File: src/rtl/uart_fifo_sched_if.sv
// Bundle of the UART TX FIFO scheduler's bus signals: the two write requesters,
// the FIFO port and the transmitter handshake.
interface uart_fifo_sched_if #(
    parameter int DATA_SIZE = 8
);
    logic                 req_a;
    logic                 req_b;
    logic [DATA_SIZE-1:0] data_a;
    logic [DATA_SIZE-1:0] data_b;
    logic                 ack_a;
    logic                 ack_b;

    logic                 fifo_full;
    logic                 fifo_empty;
    logic [DATA_SIZE-1:0] fifo_r_data;
    logic                 fifo_wr;
    logic                 fifo_rd;
    logic [DATA_SIZE-1:0] fifo_w_data;

    logic                 tx_busy;
    logic                 tx_done;
    logic                 tx_start;
    logic [DATA_SIZE-1:0] tx_data;

    // Scheduler side
    modport master (
        input  req_a, req_b, data_a, data_b,
        input  fifo_full, fifo_empty, fifo_r_data,
        input  tx_busy, tx_done,
        output ack_a, ack_b, fifo_wr, fifo_rd, fifo_w_data,
        output tx_start, tx_data
    );

    // Requesters, FIFO and transmitter side
    modport slave (
        output req_a, req_b, data_a, data_b,
        output fifo_full, fifo_empty, fifo_r_data,
        output tx_busy, tx_done,
        input  ack_a, ack_b, fifo_wr, fifo_rd, fifo_w_data,
        input  tx_start, tx_data
    );
endinterface

File: src/rtl/uart_fifo_sched.sv
// UART TX FIFO scheduler: round-robin write arbitration between two requesters,
// a stalled-write counter, and a drain FSM that feeds the transmitter one byte
// at a time under a completion watchdog. Every FIFO strobe is qualified by
// s_tick and by the FIFO flags because the FIFO itself does not check them.
//
// state | meaning
// ------+---------------------------------------------------------------
// IDLE  | waiting for a tick with data available and the transmitter free
// START | byte popped last edge; tx_start pulses, watchdog cleared
// WAIT  | transmitter running; watchdog counts ticks until tx_done
module uart_fifo_sched #(
    parameter int DATA_SIZE = 8,
    parameter int TIMEOUT   = 4096,
    parameter int CNT_W     = 16
) (
    input  logic                 clk,
    input  logic                 reset_n,
    input  logic                 s_tick_i,
    input  logic                 drain_en_i,
    input  logic                 timeout_clr_i,
    output logic                 tx_timeout_o,
    output logic [CNT_W-1:0]     stall_cnt_o,
    uart_fifo_sched_if.master    bus
);

    localparam int WD_W = (TIMEOUT > 2) ? $clog2(TIMEOUT) : 1;
    localparam logic [WD_W-1:0] WD_LAST = WD_W'(TIMEOUT - 1);

    typedef enum logic [1:0] {
        ST_IDLE  = 2'd0,
        ST_START = 2'd1,
        ST_WAIT  = 2'd2
    } state_t;

    state_t               state_q, state_d;
    logic                 rr_q, rr_d;
    logic [WD_W-1:0]      wd_q, wd_d;
    logic [CNT_W-1:0]     stall_q, stall_d;
    logic [DATA_SIZE-1:0] tx_data_q, tx_data_d;
    logic                 tx_timeout_q, tx_timeout_d;
    logic                 to_set;

    logic any_req;
    logic sel_b;
    logic wr_ok;

    // rr_q = 1 gives B priority when both sides request
    assign any_req = bus.req_a | bus.req_b;
    assign sel_b   = bus.req_b & (~bus.req_a | rr_q);
    assign wr_ok   = s_tick_i & ~bus.fifo_full & any_req;

    assign bus.fifo_wr     = wr_ok;
    assign bus.ack_a       = wr_ok & ~sel_b;
    assign bus.ack_b       = wr_ok & sel_b;
    assign bus.fifo_w_data = sel_b ? bus.data_b : bus.data_a;
    assign bus.tx_data     = tx_data_q;
    assign tx_timeout_o    = tx_timeout_q;
    assign stall_cnt_o     = stall_q;

    // Arbitration pointer moves to the loser; stall counter saturates
    always_comb begin
        rr_d    = rr_q;
        stall_d = stall_q;
        if (wr_ok) begin
            rr_d = ~sel_b;
        end
        if (s_tick_i && bus.fifo_full && any_req && !(&stall_q)) begin
            stall_d = stall_q + CNT_W'(1);
        end
    end

    // Drain FSM next state, pop strobe, start pulse and watchdog
    always_comb begin
        state_d      = state_q;
        wd_d         = wd_q;
        tx_data_d    = tx_data_q;
        to_set       = 1'b0;
        bus.fifo_rd  = 1'b0;
        bus.tx_start = 1'b0;
        case (state_q)
            ST_IDLE: begin
                // tx_start is always low here; the pop is one-per-transfer by construction
                if (s_tick_i && drain_en_i && !bus.fifo_empty && !bus.tx_busy) begin
                    bus.fifo_rd = 1'b1;
                    tx_data_d   = bus.fifo_r_data;
                    state_d     = ST_START;
                end
            end
            ST_START: begin
                bus.tx_start = 1'b1;
                wd_d         = '0;
                state_d      = ST_WAIT;
            end
            ST_WAIT: begin
                // completion beats an expiry landing in the same cycle
                if (bus.tx_done) begin
                    state_d = ST_IDLE;
                end else if (s_tick_i) begin
                    if (wd_q == WD_LAST) begin
                        to_set  = 1'b1;
                        state_d = ST_IDLE;
                    end else begin
                        wd_d = wd_q + WD_W'(1);
                    end
                end
            end
            default: begin
                state_d = ST_IDLE;
            end
        endcase
        tx_timeout_d = to_set | (tx_timeout_q & ~timeout_clr_i);
    end

    // State registers
    always_ff @(posedge clk or negedge reset_n) begin
        if (!reset_n) begin
            state_q      <= ST_IDLE;
            rr_q         <= 1'b0;
            wd_q         <= '0;
            stall_q      <= '0;
            tx_data_q    <= '0;
            tx_timeout_q <= 1'b0;
        end else begin
            state_q      <= state_d;
            rr_q         <= rr_d;
            wd_q         <= wd_d;
            stall_q      <= stall_d;
            tx_data_q    <= tx_data_d;
            tx_timeout_q <= tx_timeout_d;
        end
    end

endmodule

File: src/flat_wrapper.sv
// flat-port wrapper written by rule: the top's interface ports become plain ports
module uart_fifo_sched_flat 
#(
    parameter int DATA_SIZE = 8,
    parameter int TIMEOUT   = 4096,
    parameter int CNT_W     = 16
)
  (clk, reset_n, s_tick_i, drain_en_i, timeout_clr_i, tx_timeout_o, stall_cnt_o, bus_req_a, bus_req_b, bus_data_a, bus_data_b, bus_fifo_full, bus_fifo_empty, bus_fifo_r_data, bus_tx_busy, bus_tx_done, bus_ack_a, bus_ack_b, bus_fifo_wr, bus_fifo_rd, bus_fifo_w_data, bus_tx_start, bus_tx_data);
  uart_fifo_sched_if #(.DATA_SIZE(DATA_SIZE)) bus_i ();
  input  logic clk;
  input  logic reset_n;
  input  logic s_tick_i;
  input  logic drain_en_i;
  input  logic timeout_clr_i;
  output logic tx_timeout_o;
  output logic [CNT_W-1:0] stall_cnt_o;
  input wire logic [$bits(bus_i.req_a)-1:0] bus_req_a;
  input wire logic [$bits(bus_i.req_b)-1:0] bus_req_b;
  input wire logic [$bits(bus_i.data_a)-1:0] bus_data_a;
  input wire logic [$bits(bus_i.data_b)-1:0] bus_data_b;
  input wire logic [$bits(bus_i.fifo_full)-1:0] bus_fifo_full;
  input wire logic [$bits(bus_i.fifo_empty)-1:0] bus_fifo_empty;
  input wire logic [$bits(bus_i.fifo_r_data)-1:0] bus_fifo_r_data;
  input wire logic [$bits(bus_i.tx_busy)-1:0] bus_tx_busy;
  input wire logic [$bits(bus_i.tx_done)-1:0] bus_tx_done;
  output wire logic [$bits(bus_i.ack_a)-1:0] bus_ack_a;
  output wire logic [$bits(bus_i.ack_b)-1:0] bus_ack_b;
  output wire logic [$bits(bus_i.fifo_wr)-1:0] bus_fifo_wr;
  output wire logic [$bits(bus_i.fifo_rd)-1:0] bus_fifo_rd;
  output wire logic [$bits(bus_i.fifo_w_data)-1:0] bus_fifo_w_data;
  output wire logic [$bits(bus_i.tx_start)-1:0] bus_tx_start;
  output wire logic [$bits(bus_i.tx_data)-1:0] bus_tx_data;
  assign bus_i.req_a = bus_req_a;
  assign bus_i.req_b = bus_req_b;
  assign bus_i.data_a = bus_data_a;
  assign bus_i.data_b = bus_data_b;
  assign bus_i.fifo_full = bus_fifo_full;
  assign bus_i.fifo_empty = bus_fifo_empty;
  assign bus_i.fifo_r_data = bus_fifo_r_data;
  assign bus_i.tx_busy = bus_tx_busy;
  assign bus_i.tx_done = bus_tx_done;
  assign bus_ack_a = bus_i.ack_a;
  assign bus_ack_b = bus_i.ack_b;
  assign bus_fifo_wr = bus_i.fifo_wr;
  assign bus_fifo_rd = bus_i.fifo_rd;
  assign bus_fifo_w_data = bus_i.fifo_w_data;
  assign bus_tx_start = bus_i.tx_start;
  assign bus_tx_data = bus_i.tx_data;
  uart_fifo_sched #(.DATA_SIZE(DATA_SIZE), .TIMEOUT(TIMEOUT), .CNT_W(CNT_W)) u_core (.clk(clk), .reset_n(reset_n), .s_tick_i(s_tick_i), .drain_en_i(drain_en_i), .timeout_clr_i(timeout_clr_i), .tx_timeout_o(tx_timeout_o), .stall_cnt_o(stall_cnt_o), .bus(bus_i));
endmodule
File: config.mk
export PLATFORM = sky130hd
export DESIGN_NAME = uart_fifo_sched_flat
export DESIGN_NICKNAME = d
export VERILOG_FILES = /design/src/rtl/uart_fifo_sched_if.sv /design/src/rtl/uart_fifo_sched.sv /design/src/flat_wrapper.sv
export SDC_FILE = /design/constraint.sdc
export NUM_CORES = 1
export LEC_CHECK = 0
export CAP_MARGIN = 10
export CORE_UTILIZATION = 49
export CTS_BUF_LIST = sky130_fd_sc_hd__clkbuf_8 sky130_fd_sc_hd__clkbuf_16
export CTS_CLUSTER_SIZE = 30
export DETAILED_ROUTE_END_ITERATION = 10
export PLACE_DENSITY = 0.86
export SYNTH_ARGS = -nofsm -noshare
export SYNTH_HDL_FRONTEND = slang
export SYNTH_SLANG_ARGS = --single-unit
export TNS_END_PERCENT = 100
File: constraint.sdc
create_clock -name clk -period 6 [get_ports clk]
set_clock_uncertainty 0.2 [all_clocks]
set_input_delay 1.8 -clock clk [delete_from_list [all_inputs] [get_ports clk]]
set_output_delay 1.8 -clock clk [all_outputs]
set_load 0.02 [all_outputs]
Word-level counts from Yosys, hierarchy flattened
Cells that the tools add are included.
Widths: inputs -> output; s select.

storage, ports and cells
  output and inout port bits = 38
  input port bits = 35
  register bits = 40
  word-level logic and storage cells = 62

cells by class
  reductions and logical operators = 15
  mux-type cells = 17
  equality and inequality tests = 9
  bitwise operators = 13
  $add $sub $neg = 2

operators by type and width
  operator               count
  $mux 12                3
  $pmux 12 s2            1
  $add 16x1->16 const B  1
  $reduce_and 16->1      1
  $add 12x1->12 const B  1
  $eq 12x12->1 const B   1
  $mux 2                 4
  $mux 8                 1
  $mux 1                 7
  $and 1x1->1            6
  $logic_and 1x1->1      6
  $ne 2x2->1 const B     3
  $pmux 2 s3             1
  $not 1->1              4
  $reduce_and 4->1       1
  $logic_not 1->1        3
  $ne 3x2->1 const B     1
  $ne 3x3->1 const B     1
  $or 1x1->1             3
  $reduce_and 3->1       1
  $eq 2x1->1 const B     1
  $eq 2x2->1 const B     1
  $logic_not 2->1        1
  $ne 2x1->1 const B     1
  2 further kinds        2

Longest topological paths before layout
Gate-level depths: netlist of the first run.

  depth in word-level cells = 6
  gate-level depth with buffers = 6
  gate-level depth less buffers = 5

Worst setup path before layout of the first run
OpenSTA, ideal clock, no wires.

  path kind = input to output
  start = in bus_req_a
  end = out bus_fifo_w_data[0]
  cell stages on the path = 3
  data required time = 4,000 ps
  path buffers = 0
  arrival = 2,566 ps
  slack = 1,434 ps
  cell sequence = inv_1 > o21ai_2 > mux2_2

on the way
  longest elaborated chain between the ends = 4

ends and longest elaborated chain
  item         line                   text
  from (decl)  flat_wrapper.sv:17     input wire logic [$bits(bus_i.req_a)-1:0] bus_req_a;
  $not 1->1    uart_fifo_sched.sv:49  assign sel_b = bus.req_b & (~bus.req_a | rr_q);
  $or 1x1->1   uart_fifo_sched.sv:49
  $and 1x1->1  uart_fifo_sched.sv:49
  $mux 8       uart_fifo_sched.sv:55  assign bus.fifo_w_data = sel_b ? bus.data_b : bus.data_a;
  to (decl)    flat_wrapper.sv:30     output wire logic [$bits(bus_i.fifo_w_data)-1:0] bus_fifo_w_data;

Every way passes these cells.

Worst setup path after layout of the first run
  start = in bus_req_a
  end = out bus_fifo_w_data[1]

The elaborated chain is that of the path after synthesis.

==> metrics.csv, run 1 <==
stage,metric,value,unit
drt,drt_iter0_markers,89,
setup_path,critPathKind,in2out,
setup_path,max_stage_delay,0.54,ns
drt,vias,1828,
setup_path,cp.arrival,3.70,ns
drt,antenna_left,0,
logic_synthesis,ys_warn_count,0,
setup_path,r2r_slack,3.66,ns
grt,gr-usage-all-layers,23.9,%
cells_and_area,antenna_cells,0,
clock_network,holdBufCountCts,0,
clock_network,root_buffer,clkbuf_8,
floorplanning,dieArea,4600,um^2
timing,setup_tns,0,ns
cells_and_area,nNetsFinal,310,
setup_path,worstPathRequired,4.00,ns
power_and_ir_drop,power_density,261,nW/um^2
cells_and_area,post-route-util,73.3,%
logic_synthesis,ys_types,42,
setup_path,crit_top_cell,clkdlybuf4s50_1,
drt,via_per_inst,5.64,
power_and_ir_drop,p_switching,0.251,mW
timing,post-route-min-period,5.70,ns
drt,routed_wl,4950,um
clock_network,clkLatencyLatePin,0.29,ns
timing,min_period_over_period,95.1,%
grt,grt_pass1_wl,8150,um
placement,finalWeightedCongestion,0.786,
setup_path,rr_endpoint,u_core.wd_q[9],
cells_and_area,drive_above_1_share,14.2,%
cells_and_area,final_cells,324,
setup_path,end_kind,output port,
logic_synthesis,synth_ff_type,dfrtp_1,
clock_network,htreeDepth,2,
clock_network,ctsResizeCount,0,
power_and_ir_drop,p_seq_share,46.6,%
setup_path,crit_chain,"clkdlybuf4s50_1, inv_1, o21ai_2, mux2_2, clkdlybuf4s50_1",
cells_and_area,synthToLayoutAreaGrowth,41.2,%
cells_and_area,layout_commonest_cell,clkdlybuf4s50_1,
power_and_ir_drop,power_switching_share,32.1,%
timing,grt_setup_unrepaired,false,
logic_synthesis,synth_nets,232,
clock_network,cts_sinks,40,
power_and_ir_drop,p_total,0.782,mW
cells_and_area,mostFrequentLayoutCells,"71 x clkdlybuf4s50_1, 40 x dfrtp_1, 19 x nand2_1, 18 x mux2_2, 15 x nand3_1",
setup_path,cp_max_fo,10,
drt,wl_per_cell,15.3,um
floorplanning,coreArea,4090,um^2
min_path,hold_class,reg2reg,
drt,firstDrtPassIters,4,
timing,finalHoldViolCount,0,
timing,finalSetupViolCount,0,
timing,finalWorstSetupSlack,0.297,ns
placement,dp_cells,316,
power_and_ir_drop,internal_power,0.531,mW
min_path,worstHoldStart,u_core.bus.tx_data[0],
logic_synthesis,synth-edff-count,0,
clock_network,clkSlewWorstSetupHoldPaths,0.07,ns
clock_network,postCtsSetupBuffers,0,
clock_network,cts_buffers,5,
power_and_ir_drop,comb_power_share,29.9,%
timing,slew_headroom,30.9,%
power_and_ir_drop,p_clk_share,23.5,%
floorplanning,io_pins,73,
placement,dp_worst_setup_slack,0.262,ns
floorplanning,rows,23,
placement,port_buffers,72,
logic_synthesis,syn_inst,195,
grt,grt-ovfl-total,0,
power_and_ir_drop,leakagePower,1.22,nW
grt,first_global_vias,1815,
setup_path,cp_slowest_cell,clkdlybuf4s50_1,
setup_path,cp_top_family,buffers and inverters,
timing,final_max_slew_viol_count,0,
timing,tightest_slew,1.03,ns
setup_path,r2r-start,u_core.wd_q[0],
grt,grt_max_degree,41,
grt,antenna_found_initial,0,
clock_network,cts_tree,done,
floorplanning,die_h,67.8,um
logic_synthesis,ys_seq_elements,40,
placement,dpl.hpwl,3710,um
logic_synthesis,syn_avg_cell_area,10.9,um^2
min_path,hold_path_end,u_core.bus.tx_data[0],
setup_path,startpoint_type,input pin,
power_and_ir_drop,irDropWorstVdd,0.149,mV
status,status,"complete, no violations",
clock_network,clock_path_buffers,2,
floorplanning,die_w,67.8,um
logic_synthesis,synth-seq-area-share,47.2,%
setup_path,timing.critical_path.buf_inv,3,
flow_run,maxCapViolations,0,
floorplanning,start_util,51.9,%
logic_synthesis,async_flop_share,100,%
drt,drc_errors,0,
min_path,hold_depth,1,
logic_synthesis,syn-cell-area,2120,um^2
setup_path,ff2ff_path_depth,5,
timing,max_freq,0.175,GHz
-- cell usage after synthesis (2+ instances only) --
master,number,area share [%]
o211ai_1,4,1.4
nand4_1,10,2.9
inv_1,6,1.1
nand3_1,15,3.5
ha_1,2,1.2
xnor2_1,11,4.5
and4_1,3,1.2
o21ai_0,4,0.94
mux2i_1,5,2.4
a211oi_1,2,0.71
nor4_1,2,0.59
nor3_1,5,1.2
a31o_1,3,1.2
and3_1,8,2.4
clkbuf_1,2,0.35
and2_1,2,0.59
or4_1,3,1.1
nand2_1,19,3.4
mux2_2,18,9.6
o2111ai_1,2,0.83
xor2_1,4,1.7
nor4_2,2,1.2
dfrtp_1,40,47
nor2_1,5,0.88
-- power by group through the flow --
| stage | clock, mW | sequential, mW | combinational, mW |
|---|---|---|---|
| after floorplan | 0 | 0.395 | 0.0775 |
| after global placement | 0 | 0.365 | 0.230 |
| after detailed placement | 0 | 0.368 | 0.234 |
| after CTS | 0.188 | 0.363 | 0.235 |
| after global routing | 0.199 | 0.373 | 0.250 |
| final | 0.184 | 0.364 | 0.234 |
-- cells by family after synthesis --
logic type / share of synthesized area (%)
AND/OR/NAND/NOR: 23.7
XOR/XNOR: 6.19
flip-flops: 47.2
AO/OA/AOI/OAI: 8.20
buffers and inverters: 1.65
adder cells (fa/ha/maj): 1.18
multiplexers: 11.9
-- flip-flops by register name, indices dropped and copies added, names as in the netlist --
name,count
u_core.tx_timeout_o,1
u_core.wd_q,12
u_core.rr_q,1
u_core.stall_cnt_o,16
u_core.state_q,2
u_core.bus.tx_data,8
-- cell type report --
| class | instances | area (um^2) |
|---|---|---|
| Clock inverter | 2 | 11.3 |
| Tap cell | 50 | 62.6 |
| Timing Repair Buffer | 74 | 731 |
| Multi-Input combinational cell | 146 | 1090 |
| Clock buffer | 6 | 82.6 |
| Fill cell | 302 | 1090 |
| Inverter | 6 | 22.5 |
| Sequential cell | 40 | 1000 |
-- per-layer routing --
metal  global-route usage, %  routed length [um]  up-vias
li1                        -                   -      888
met2                    39.9                2450       67
met1                    29.6                2110      866
met4                    7.03                  48        0
met5                       0                   0        -
met3                    7.43                 343        7
-- worst reg2reg max path, cell delays in order, from the launching register on --
cell      delay (ns)
dfrtp_1         0.44
ha_1            0.25
nand3_1         0.12
nor4_2          0.78
o311ai_0        0.30
o211ai_1        0.17
-- how the worst max path moves through the flow --
stage               slack, ns                  to       from  cells past startpoint
detailed placement       0.26  bus_fifo_w_data[1]  bus_req_a                      5
finish                   0.30  bus_fifo_w_data[1]  bus_req_a                      5
floorplan                1.43  bus_fifo_w_data[0]  bus_req_a                      3
CTS                      0.27  bus_fifo_w_data[1]  bus_req_a                      5
global placement         0.31  bus_fifo_w_data[6]  bus_req_a                      5
global route             0.19  bus_fifo_w_data[7]  bus_req_a                      5
-- per-stage QoR --
step | instance area, um^2 | hold WS [ns]
after floorplan | 2120 | 0.271
after global placement | 2900 | 0.289
after detailed placement | 2900 | 0.299
after CTS | 3000 | 0.316
after global routing | 3000 | 0.330
final | 3000 | 0.316
(Power assumes the default switching activity.)
==> run 2, diff against run 1 <==
--- a/config.mk
+++ b/config.mk
@@ -10,6 +10,7 @@
 export CTS_BUF_LIST = sky130_fd_sc_hd__clkbuf_8 sky130_fd_sc_hd__clkbuf_16
 export CTS_CLUSTER_SIZE = 30
 export DETAILED_ROUTE_END_ITERATION = 10
+export HOLD_SLACK_MARGIN = 0.06
 export PLACE_DENSITY = 0.86
 export SYNTH_ARGS = -nofsm -noshare
 export SYNTH_HDL_FRONTEND = slang
==> results of run 2 <==
Final layout, timing and power as in run 1 (identical DEF).
